**src/rtl/console_typer_pkg.sv**
```systemverilog
// Shared types and ASCII constants for the console_typer serial source.
package console_typer_pkg;

    typedef enum logic [2:0] {
        IDLE,
        START,
        DATA,
        STOP,
        GAP
    } state_t;

    localparam logic [7:0] ASCII_CR   = 8'h0D;
    localparam logic [7:0] ASCII_XON  = 8'h11;
    localparam logic [7:0] ASCII_XOFF = 8'h13;

endpackage

```
**src/rtl/console_typer_if.sv**
```systemverilog
// Write-side and flow-monitor bus between a loader/debug master and console_typer.
interface console_typer_if;

    logic [7:0] wr_data;
    logic       wr_en;
    logic       full;
    logic       empty;
    logic       overflow;
    logic       flow_valid;
    logic [7:0] flow_data;

    modport master (
        output wr_data, wr_en, flow_valid, flow_data,
        input  full, empty, overflow
    );

    modport slave (
        input  wr_data, wr_en, flow_valid, flow_data,
        output full, empty, overflow
    );

endinterface

```
**src/rtl/console_typer_byte_fifo.sv**
```systemverilog
// Synchronous byte FIFO with registered occupancy count and a sticky overflow flag.
module byte_fifo #(
    parameter int WIDTH = 8,
    parameter int AW    = 4
) (
    input  logic             clk,
    input  logic             rst_n,
    input  logic [WIDTH-1:0] wr_data,
    input  logic             wr_en,
    input  logic             rd_en,
    output logic [WIDTH-1:0] rd_data,
    output logic             full,
    output logic             empty,
    output logic [AW:0]      count,
    output logic             overflow
);

    localparam int DEPTH = 1 << AW;

    logic [WIDTH-1:0] mem [DEPTH];
    logic [AW-1:0]    wr_ptr;
    logic [AW-1:0]    rd_ptr;
    logic             push;
    logic             pop;

    // A write while full is dropped even if a pop frees a slot in the same cycle.
    assign push    = wr_en && !full;
    assign pop     = rd_en && !empty;
    assign full    = (count == (AW+1)'(DEPTH));
    assign empty   = (count == '0);
    assign rd_data = mem[rd_ptr];

    always_ff @(posedge clk) begin
        if (push) begin
            mem[wr_ptr] <= wr_data;
        end
    end

    always_ff @(posedge clk or negedge rst_n) begin
        if (!rst_n) begin
            wr_ptr   <= '0;
            rd_ptr   <= '0;
            count    <= '0;
            overflow <= 1'b0;
        end else begin
            if (push) begin
                wr_ptr <= wr_ptr + AW'(1);
            end
            if (pop) begin
                rd_ptr <= rd_ptr + AW'(1);
            end
            case ({push, pop})
                2'b10:   count <= count + (AW+1)'(1);
                2'b01:   count <= count - (AW+1)'(1);
                default: count <= count;
            endcase
            if (wr_en && full) begin
                overflow <= 1'b1;
            end
        end
    end

endmodule

```
**src/rtl/console_typer.sv**
```systemverilog
// FIFO-fed 8N1 serial source with inter-character and post-CR gaps.
// Define CONSOLE_TYPER_XONXOFF_EN to let XOFF/XON bytes on the flow monitor gate new frames.
module console_typer
    import console_typer_pkg::*;
#(
    parameter int CLKS_PER_BIT = 217,
    parameter int FIFO_AW      = 4,
    parameter int CHAR_GAP     = 250,
    parameter int LINE_GAP     = 2500000
) (
    input  logic            clk,
    input  logic            rst_n,
    console_typer_if.slave  bus,
    input  logic            pause,
    output logic            busy,
    output logic            txd
);

    localparam int MAX_A     = (CLKS_PER_BIT > LINE_GAP) ? CLKS_PER_BIT : LINE_GAP;
    localparam int MAX_CNT   = (MAX_A > CHAR_GAP) ? MAX_A : CHAR_GAP;
    localparam int CNT_W     = $clog2(MAX_CNT + 1);
    localparam int CHAR_LAST_I = (CHAR_GAP > 0) ? CHAR_GAP - 1 : 0;
    localparam int LINE_LAST_I = (LINE_GAP > 0) ? LINE_GAP - 1 : 0;

    localparam logic [CNT_W-1:0] BIT_LAST  = CNT_W'(CLKS_PER_BIT - 1);
    localparam logic [CNT_W-1:0] CHAR_LAST = CNT_W'(CHAR_LAST_I);
    localparam logic [CNT_W-1:0] LINE_LAST = CNT_W'(LINE_LAST_I);

    state_t           state, state_nxt;
    logic [CNT_W-1:0] cnt, cnt_nxt;
    logic [2:0]       bit_idx, idx_nxt;
    logic [7:0]       shreg, shreg_nxt;
    logic             is_cr, is_cr_nxt;
    logic             txd_nxt;
    logic             pop;
    logic             hold;
    logic [7:0]       fifo_head;
    logic             fifo_full;
    logic             fifo_empty;
    logic             fifo_overflow;
    logic [FIFO_AW:0] fifo_count_unused;
    logic             gap_zero;
    logic [CNT_W-1:0] gap_last;

    byte_fifo #(
        .WIDTH (8),
        .AW    (FIFO_AW)
    ) u_fifo (
        .clk      (clk),
        .rst_n    (rst_n),
        .wr_data  (bus.wr_data),
        .wr_en    (bus.wr_en),
        .rd_en    (pop),
        .rd_data  (fifo_head),
        .full     (fifo_full),
        .empty    (fifo_empty),
        .count    (fifo_count_unused),
        .overflow (fifo_overflow)
    );

    assign bus.full     = fifo_full;
    assign bus.empty    = fifo_empty;
    assign bus.overflow = fifo_overflow;

`ifdef CONSOLE_TYPER_XONXOFF_EN
    logic xoff;

    always_ff @(posedge clk or negedge rst_n) begin
        if (!rst_n) begin
            xoff <= 1'b0;
        end else if (bus.flow_valid) begin
            if (bus.flow_data == ASCII_XOFF) begin
                xoff <= 1'b1;
            end else if (bus.flow_data == ASCII_XON) begin
                xoff <= 1'b0;
            end
        end
    end

    assign hold = pause | xoff;
`else
    logic unused_flow;
    assign unused_flow = ^{bus.flow_valid, bus.flow_data};
    assign hold        = pause;
`endif

    assign gap_zero = is_cr ? (LINE_GAP == 0) : (CHAR_GAP == 0);
    assign gap_last = is_cr ? LINE_LAST : CHAR_LAST;
    assign busy     = (state != IDLE);

    // txd is registered from the current state, so the line lags the FSM by one cycle.
    always_ff @(posedge clk or negedge rst_n) begin
        if (!rst_n) begin
            state   <= IDLE;
            cnt     <= '0;
            bit_idx <= '0;
            shreg   <= '0;
            is_cr   <= 1'b0;
            txd     <= 1'b1;
        end else begin
            state   <= state_nxt;
            cnt     <= cnt_nxt;
            bit_idx <= idx_nxt;
            shreg   <= shreg_nxt;
            is_cr   <= is_cr_nxt;
            txd     <= txd_nxt;
        end
    end

    always_comb begin
        state_nxt = state;
        cnt_nxt   = cnt;
        idx_nxt   = bit_idx;
        shreg_nxt = shreg;
        is_cr_nxt = is_cr;
        txd_nxt   = 1'b1;
        pop       = 1'b0;
        case (state)
            IDLE: begin
                if (!fifo_empty && !hold) begin
                    pop       = 1'b1;
                    shreg_nxt = fifo_head;
                    is_cr_nxt = (fifo_head == ASCII_CR);
                    cnt_nxt   = '0;
                    idx_nxt   = '0;
                    state_nxt = START;
                end
            end
            START: begin
                txd_nxt = 1'b0;
                if (cnt == BIT_LAST) begin
                    cnt_nxt   = '0;
                    state_nxt = DATA;
                end else begin
                    cnt_nxt = cnt + CNT_W'(1);
                end
            end
            DATA: begin
                txd_nxt = shreg[0];
                if (cnt == BIT_LAST) begin
                    cnt_nxt   = '0;
                    shreg_nxt = {1'b0, shreg[7:1]};
                    idx_nxt   = bit_idx + 3'd1;
                    if (bit_idx == 3'd7) begin
                        state_nxt = STOP;
                    end
                end else begin
                    cnt_nxt = cnt + CNT_W'(1);
                end
            end
            STOP: begin
                if (cnt == BIT_LAST) begin
                    cnt_nxt   = '0;
                    state_nxt = gap_zero ? IDLE : GAP;
                end else begin
                    cnt_nxt = cnt + CNT_W'(1);
                end
            end
            GAP: begin
                if (cnt == gap_last) begin
                    cnt_nxt   = '0;
                    state_nxt = IDLE;
                end else begin
                    cnt_nxt = cnt + CNT_W'(1);
                end
            end
            default: begin
                state_nxt = IDLE;
            end
        endcase
    end

endmodule

```
**src/flat_wrapper.sv**
```systemverilog
// flat-port wrapper written by rule: the top's interface ports become plain ports
module console_typer_flat import console_typer_pkg::*;
#(
    parameter int CLKS_PER_BIT = 217,
    parameter int FIFO_AW      = 4,
    parameter int CHAR_GAP     = 250,
    parameter int LINE_GAP     = 2500000
)
  (clk, rst_n, pause, busy, txd, bus_wr_data, bus_wr_en, bus_flow_valid, bus_flow_data, bus_full, bus_empty, bus_overflow);
  console_typer_if bus_i ();
  input  logic clk;
  input  logic rst_n;
  input  logic pause;
  output logic busy;
  output logic txd;
  input wire logic [$bits(bus_i.wr_data)-1:0] bus_wr_data;
  input wire logic [$bits(bus_i.wr_en)-1:0] bus_wr_en;
  input wire logic [$bits(bus_i.flow_valid)-1:0] bus_flow_valid;
  input wire logic [$bits(bus_i.flow_data)-1:0] bus_flow_data;
  output wire logic [$bits(bus_i.full)-1:0] bus_full;
  output wire logic [$bits(bus_i.empty)-1:0] bus_empty;
  output wire logic [$bits(bus_i.overflow)-1:0] bus_overflow;
  assign bus_i.wr_data = bus_wr_data;
  assign bus_i.wr_en = bus_wr_en;
  assign bus_i.flow_valid = bus_flow_valid;
  assign bus_i.flow_data = bus_flow_data;
  assign bus_full = bus_i.full;
  assign bus_empty = bus_i.empty;
  assign bus_overflow = bus_i.overflow;
  console_typer #(.CLKS_PER_BIT(CLKS_PER_BIT), .FIFO_AW(FIFO_AW), .CHAR_GAP(CHAR_GAP), .LINE_GAP(LINE_GAP)) u_core (.clk(clk), .rst_n(rst_n), .bus(bus_i), .pause(pause), .busy(busy), .txd(txd));
endmodule
```
**config.mk**
```make
export PLATFORM = sky130hd
export DESIGN_NAME = console_typer_flat
export DESIGN_NICKNAME = d
export VERILOG_FILES = /design/src/rtl/console_typer_pkg.sv /design/src/rtl/console_typer_if.sv /design/src/rtl/console_typer_byte_fifo.sv /design/src/rtl/console_typer.sv /design/src/flat_wrapper.sv
export SDC_FILE = /design/constraint.sdc
export NUM_CORES = 1
export LEC_CHECK = 0
export BUFFER_PORTS_ARGS = -buffer_cell sky130_fd_sc_hd__buf_2
export CAP_MARGIN = 10
export CORE_MARGIN = 1
export CORE_UTILIZATION = 35
export DETAILED_ROUTE_END_ITERATION = 6
export PLACE_DENSITY = 0.55
export SLEW_MARGIN = 25
export SYNTH_ARGS = -nofsm -noshare
export SYNTH_HDL_FRONTEND = slang
export SYNTH_HIERARCHICAL = 1
export SYNTH_SLANG_ARGS = --single-unit
```
**constraint.sdc**
```tcl
create_clock -name clk -period 7 [get_ports clk]
set_clock_uncertainty 0.15 [all_clocks]
set_input_delay 1.4 -clock clk [delete_from_list [all_inputs] [get_ports clk]]
set_output_delay 1.4 -clock clk [all_outputs]
set_load 0.005 [all_outputs]
```
# Word-level counts from Yosys, hierarchy flattened
# Memory sizes are Yosys's and may differ from the RTL's.
# Cells that the tools add are included.
# classes
muxes,24
reduce_logical,18
addsub,6
eq_ne,17
# ops
operator,count
$mux 22,4
$pmux 22 s3,1
$mux 3,8
$add 22x1->22 const B,1
$eq 22x22->1,1
$eq 22x8->1 const B,1
$mux 8,2
$pmux 8 s2,1
$pmux 3 s5,1
$ne 2x1->1 const B,6
$pmux 5 s2,1
$add 4x1->4 const B,2
$eq 8x4->1 const B,1
$eq 3x2->1 const B,2
$eq 3x3->1 const B,2
$pmux 3 s2,1
$reduce_and 6->1,1
$reduce_bool 3->1,2
$add 5x1->5 const B,1
$eq 5x5->1 const B,1
$logic_not 5->1,1
$sub 5x1->5 const B,1
$logic_and 1x1->1,4
$mux 1,4
11 further kinds,15
# word_totals
ram_bits,128
memories,1
regBits,52
out_inout_bits,5
input_bits,21
wordCells,76
# mem_list
memory,depth,width,read_ports,rd_ports_with_merged_regs,write_ports,line,source
u_core.u_fifo.mem,16,8,1,0,1,console_typer_byte_fifo.sv:20,logic [WIDTH-1:0] mem [DEPTH];

# Depth between registers and ports, before layout
# depth
depth_word,8
ltp_mapped,15
ltp_nobuf,14

# Hierarchy
# The synthesis kept the hierarchy.
# modules_own_cells
module,cells_per_inst,instances,seq_area_each_um2,area_each_um2
byte_fifo,334,1,4194.0,5811.8
console_typer,230,1,952.2,2120.8

# Least setup slack after synthesis
# Ideal clock, no wire load.
# synth_timing
kind,input to register
from,in pause
to,reg u_core.u_fifo.count[4]
n_path_buf,1
slack_ps,3276
cell_stages,13
arrival_ps,3452
path_cell_list,nor2_1 -> nand2b_1 -> inv_2 -> nor2b_1 -> buf_2 -> ha_1 -> inv_1 -> fa_1 -> nor2b_1 -> o21ai_0 -> nand3_1 -> or3b_1 -> xnor2_1
# synth_via
elab_chain_len,7
elab_cells_between_ends,9
cone_classes,eq/ne: 2; mux: 3; reduce/logical: 4
# synth_rtl
element,line,source
"start, declared",flat_wrapper.sv:13,input logic pause;
$logic_not 1->1 *,console_typer.sv:120,if (!fifo_empty && !hold) begin
$logic_and 1x1->1 *,console_typer.sv:120,
$mux 1 *,console_typer.sv:120,
$mux 1 *,console_typer.sv:118,case (state)
via u_core.pop,console_typer.sv:35,logic pop;
$logic_and 1x1->1 *,console_typer_byte_fifo.sv:28,assign pop = rd_en && !empty;
via u_core.u_fifo.pop,console_typer_byte_fifo.sv:24,logic pop;
$eq 2x1->1 or $eq 2x2->1 (tied branches),console_typer_byte_fifo.sv:52,"case ({push, pop})"
$pmux 5 s2 or $reduce_bool 2->1 (tied branches),-,
"end signal, assigned",console_typer_byte_fifo.sv:53,2'b10: count <= count + (AW+1)'(1);
"end signal, assigned",console_typer_byte_fifo.sv:54,2'b01: count <= count - (AW+1)'(1);
"end signal, assigned",console_typer_byte_fifo.sv:55,default: count <= count;
"end, declared",console_typer_byte_fifo.sv:14,"output logic [AW:0] count,"
# The timed path passes the listed nets; every way through them passes the cells marked *.
# A chain may end at the register's enable or synchronous reset.

# Worst setup path in the final report
# layout_timing
from,in pause
to,reg u_core.u_fifo.count[4]
# layout_via
elab_chain_len,7
elab_cells_between_ends,9
cone_classes,eq/ne: 2; mux: 3; reduce/logical: 4
# layout_rtl
element,line
$logic_not 1->1 *,console_typer.sv:120
$logic_and 1x1->1 *,console_typer.sv:120
$mux 1 *,console_typer.sv:120
$mux 1 *,console_typer.sv:118
via u_core.pop,console_typer.sv:35
$logic_and 1x1->1 *,console_typer_byte_fifo.sv:28
$eq 2x1->1 or $eq 2x2->1 (tied branches),console_typer_byte_fifo.sv:52
$pmux 5 s2 or $reduce_bool 2->1 (tied branches),-
# Marked as above.

==> flow_summary.toml <==
[power]
sequentialPowerShare_pct = 43.5
intPower_mw = 2.17
p_total_mw = 3.30
combPwrFrac_pct = 28.2
sw_frac_of_total_pct = 34.3
vdd.ir_drop.worst_mv = 0.178
power.leakage_nw = 3.24
power_switching_mw = 1.13
clock_power_share_pct = 28.3
pwr_density_cell_nw_per_um2 = 374

[logic_synthesis]
synthCells = 564
synth-seq-cells = 180
dominantRegCellSynth = "sky130_fd_sc_hd__edfxtp_1"
synth.avg_cell_area_um2 = 14.1
synth_sequential_area_ratio_pct = 64.9
postSynth.asyncResetShare_pct = 28.9
synth_cell_types = 60
syn-cell-area_um2 = 7930
synth_fp_nets = 599
ys_warn_count = 6
number_of_synthesized_flops_with_an_enable_pin = 128

[global_routing]
grt_first_pass_wirelength_um = 24500
grtUsageTotal_pct = 13.7
grt_start_max_net_pins = 53
grt_pass1_vias = 4521
grt_overflow_total = 0
grt_antenna_before_repair = 0

[cells_and_area]
antenna_cells_inserted = 0
layout.cells.most_common_list = "sky130_fd_sc_hd__edfxtp_1, sky130_fd_sc_hd__dfrtp_1, sky130_fd_sc_hd__nand2_1"
multi_input_comb_area_um2 = 2530
layout_commonest_cell = "sky130_fd_sc_hd__edfxtp_1"
layout-drive-gt1-share_pct = 15.6
final_standard_cell_area_without_fillers_um2 = 8820
final_cell_count_no_fill = 871
n_fill_cell = 2061
area_growth_pct = 11.2
nNetsFinal = 613
fin_util_pct = 40.0
regArea_um2 = 5150

[outcome]
run_status = "completed"

[clocking]
clkTransAtPathRegs_ns = 0.07
tritoncts = "yes"
post_cts.resized_instances = 0
clk_root_buffer_cell = "sky130_fd_sc_hd__clkbuf_16"
cts.sink_count = 180
setup_repair_bufs_after_cts = 0
clk_latency_ns = 0.43
numCtsBuffers = 17
clockBufferDepth = 2
post_cts_hold_fix_bufs = 0
cts-htree-levels = 4

[hold_path]
worst_hold_path.num_cells = 1
min_path_type = "reg2reg"
source_of_the_worst_hold_timing_path = "u_core/u_fifo/overflow"
min_to = "u_core/u_fifo/overflow"

[setup_path]
worst-endpoint-arrival_ns = 4.11
critical_path.reg2reg.endpoint = "u_core/u_fifo/count[4]"
worstSetupPathType = "in2reg"
reg2reg_depth = 12
worst_setup_path_start_kind = "input port"
critical_path_peak_fanout = 7
ff2ff_setup_slack_ns = 3.31
r2r_start = "u_core/state[2]"
cp.required_ns = 7.17
critPathCaptureType = "flip-flop"

[detailed_routing]
route.final.wire_length_um = 15100
post_drt_wl_per_cell_um = 17.3
drcViolationCount = 0
drt_pre_antenna_iters = 5
first_iter_violations = 199
count_of_vias_placed_by_the_detailed_router = 4525
avgViaCountPerCell = 5.20
antenna_left = 0

[floorplanning]
start_util_pct = 36.0
die-area_um2 = 23300
placementRows = 54
fp.dieH_um = 153
io_pins = 26
horizontal_die_dimension_um = 153
design.core.area_um2 = 22000

[timing]
finalWorstSetupSlack_ns = 3.06
final-max-slew-violation-count = 0
max_freq_ghz = 0.254
report.final.setup_viol = 0
timing.final.crit_share_pct = 56.3
timing.setup.tns_ns = 0
period_minus_slack_ns = 3.94
hold-worst-slack_ns = 0.309
finalHoldViolations = 0
tightest_slew_ns = 1.01
worst_slew_margin_pct = 32.6
setup_repair_after_global_routing_missed_its_margin = "no"

[place]
dpl.hpwl_um = 10100
place_area_um2 = 8230
preCtsSetupSlack_ns = 2.59
numPortBuffers = 16
finalWeightedCongestion = 0.789
dpl.cell_count = 839

[job]
max_cap_violations = 0
[critical path, cell delays in order]
cell,delay (ns)
sky130_fd_sc_hd__buf_2,0.10
sky130_fd_sc_hd__nor2_1,0.17
sky130_fd_sc_hd__nand2b_1,0.22
sky130_fd_sc_hd__inv_2,0.10
sky130_fd_sc_hd__nor2b_1,0.46
sky130_fd_sc_hd__ha_1,0.33
sky130_fd_sc_hd__inv_1,0.10
sky130_fd_sc_hd__fa_1,0.41
sky130_fd_sc_hd__nor2b_1,0.11
sky130_fd_sc_hd__o21ai_0,0.11
sky130_fd_sc_hd__nand3_1,0.10
sky130_fd_sc_hd__or3b_1,0.35
sky130_fd_sc_hd__xnor2_1,0.13
[power by group through the flow]
| stage | combinational (mW) | sequential (mW) | clock [mW] |
|---|---|---|---|
| after floorplan | 0.810 | 1.37 | 0 |
| after global routing | 1.03 | 1.46 | 1.00 |
| after global placement | 0.917 | 1.45 | 0 |
| after CTS | 0.943 | 1.44 | 0.958 |
| after detailed placement | 0.941 | 1.46 | 0 |
| final | 0.931 | 1.44 | 0.933 |
[final cells by class]
type | count | area share (%)
timing repair buffer | 24 | 1.59
inverter | 15 | 0.638
clock inverter | 15 | 1.90
clock buffer | 17 | 4.82
sequential | 180 | 58.4
multi-input combinational | 340 | 28.7
tap | 280 | 3.97
[Yosys cell counts (all sizes together), types with 5 or more instances]
library cell | number | share of area (%)
edfxtp | 128 | 48
dfrtp | 51 | 16
o21ai | 49 | 3.1
nand2 | 45 | 2.2
mux2i | 33 | 4.2
nor2 | 28 | 1.3
buf | 19 | 2.1
mux4 | 16 | 4.5
inv | 15 | 0.71
a21oi | 14 | 0.88
ha | 13 | 2.1
nand3 | 13 | 0.82
clkbuf | 10 | 0.49
mux2 | 10 | 1.5
nor3 | 10 | 0.63
xnor2 | 10 | 1.1
a21o | 9 | 0.85
a221oi | 8 | 0.88
a22oi | 8 | 0.76
nor4 | 8 | 0.71
xor2 | 7 | 0.77
nand4 | 6 | 0.47
or3 | 6 | 0.47
nor2b | 5 | 0.39
nor3b | 5 | 0.47
[how the worst max path moves through the flow]
stage | startpoint | to | slack, ns | cells past startpoint
after CTS | pause | u_core/u_fifo/count[4] | 3.04 | 13
after global routing | pause | u_core/u_fifo/count[4] | 2.88 | 13
final | pause | u_core/u_fifo/count[4] | 3.06 | 13
after floorplan | pause | u_core/u_fifo/count[4] | 3.28 | 13
after detailed placement | pause | u_core/u_fifo/count[4] | 2.59 | 13
after global placement | pause | u_core/u_fifo/count[4] | 2.61 | 13
[flip-flops by register name, indices dropped and copies added, names as in the netlist]
name / count
u_core/u_fifo/mem: 128
u_core/cnt: 22
u_core/shreg: 8
u_core/u_fifo/count: 5
u_core/u_fifo/rd_ptr: 4
u_core/u_fifo/wr_ptr: 4
u_core/bit_idx: 3
u_core/state: 3
u_core/is_cr: 1
u_core/txd: 1
u_core/u_fifo/overflow: 1
[metal layers]
metal	global-route usage, %	up-vias	share of wire, %
met4	5.58	0	1.9
li1	-	2151	-
met3	2.73	20	2.9
met2	23.5	66	50
met1	17.0	2288	45
met5	0	-	0
[kinds of logic (layout without fill, tap and decap cells)]
group | count (synthesis) | count (layout) | share of synthesized area, %
flops | 180 | 180 | 64.9
simple gates | 153 | 153 | 10.0
compound gates | 97 | 97 | 7.49
mux | 59 | 59 | 10.2
buf+inv | 44 | 71 | 3.25
xor+xnor | 17 | 17 | 1.88
fa+ha+maj | 14 | 14 | 2.30
Note: power is estimated with default switching activity, not from simulation.
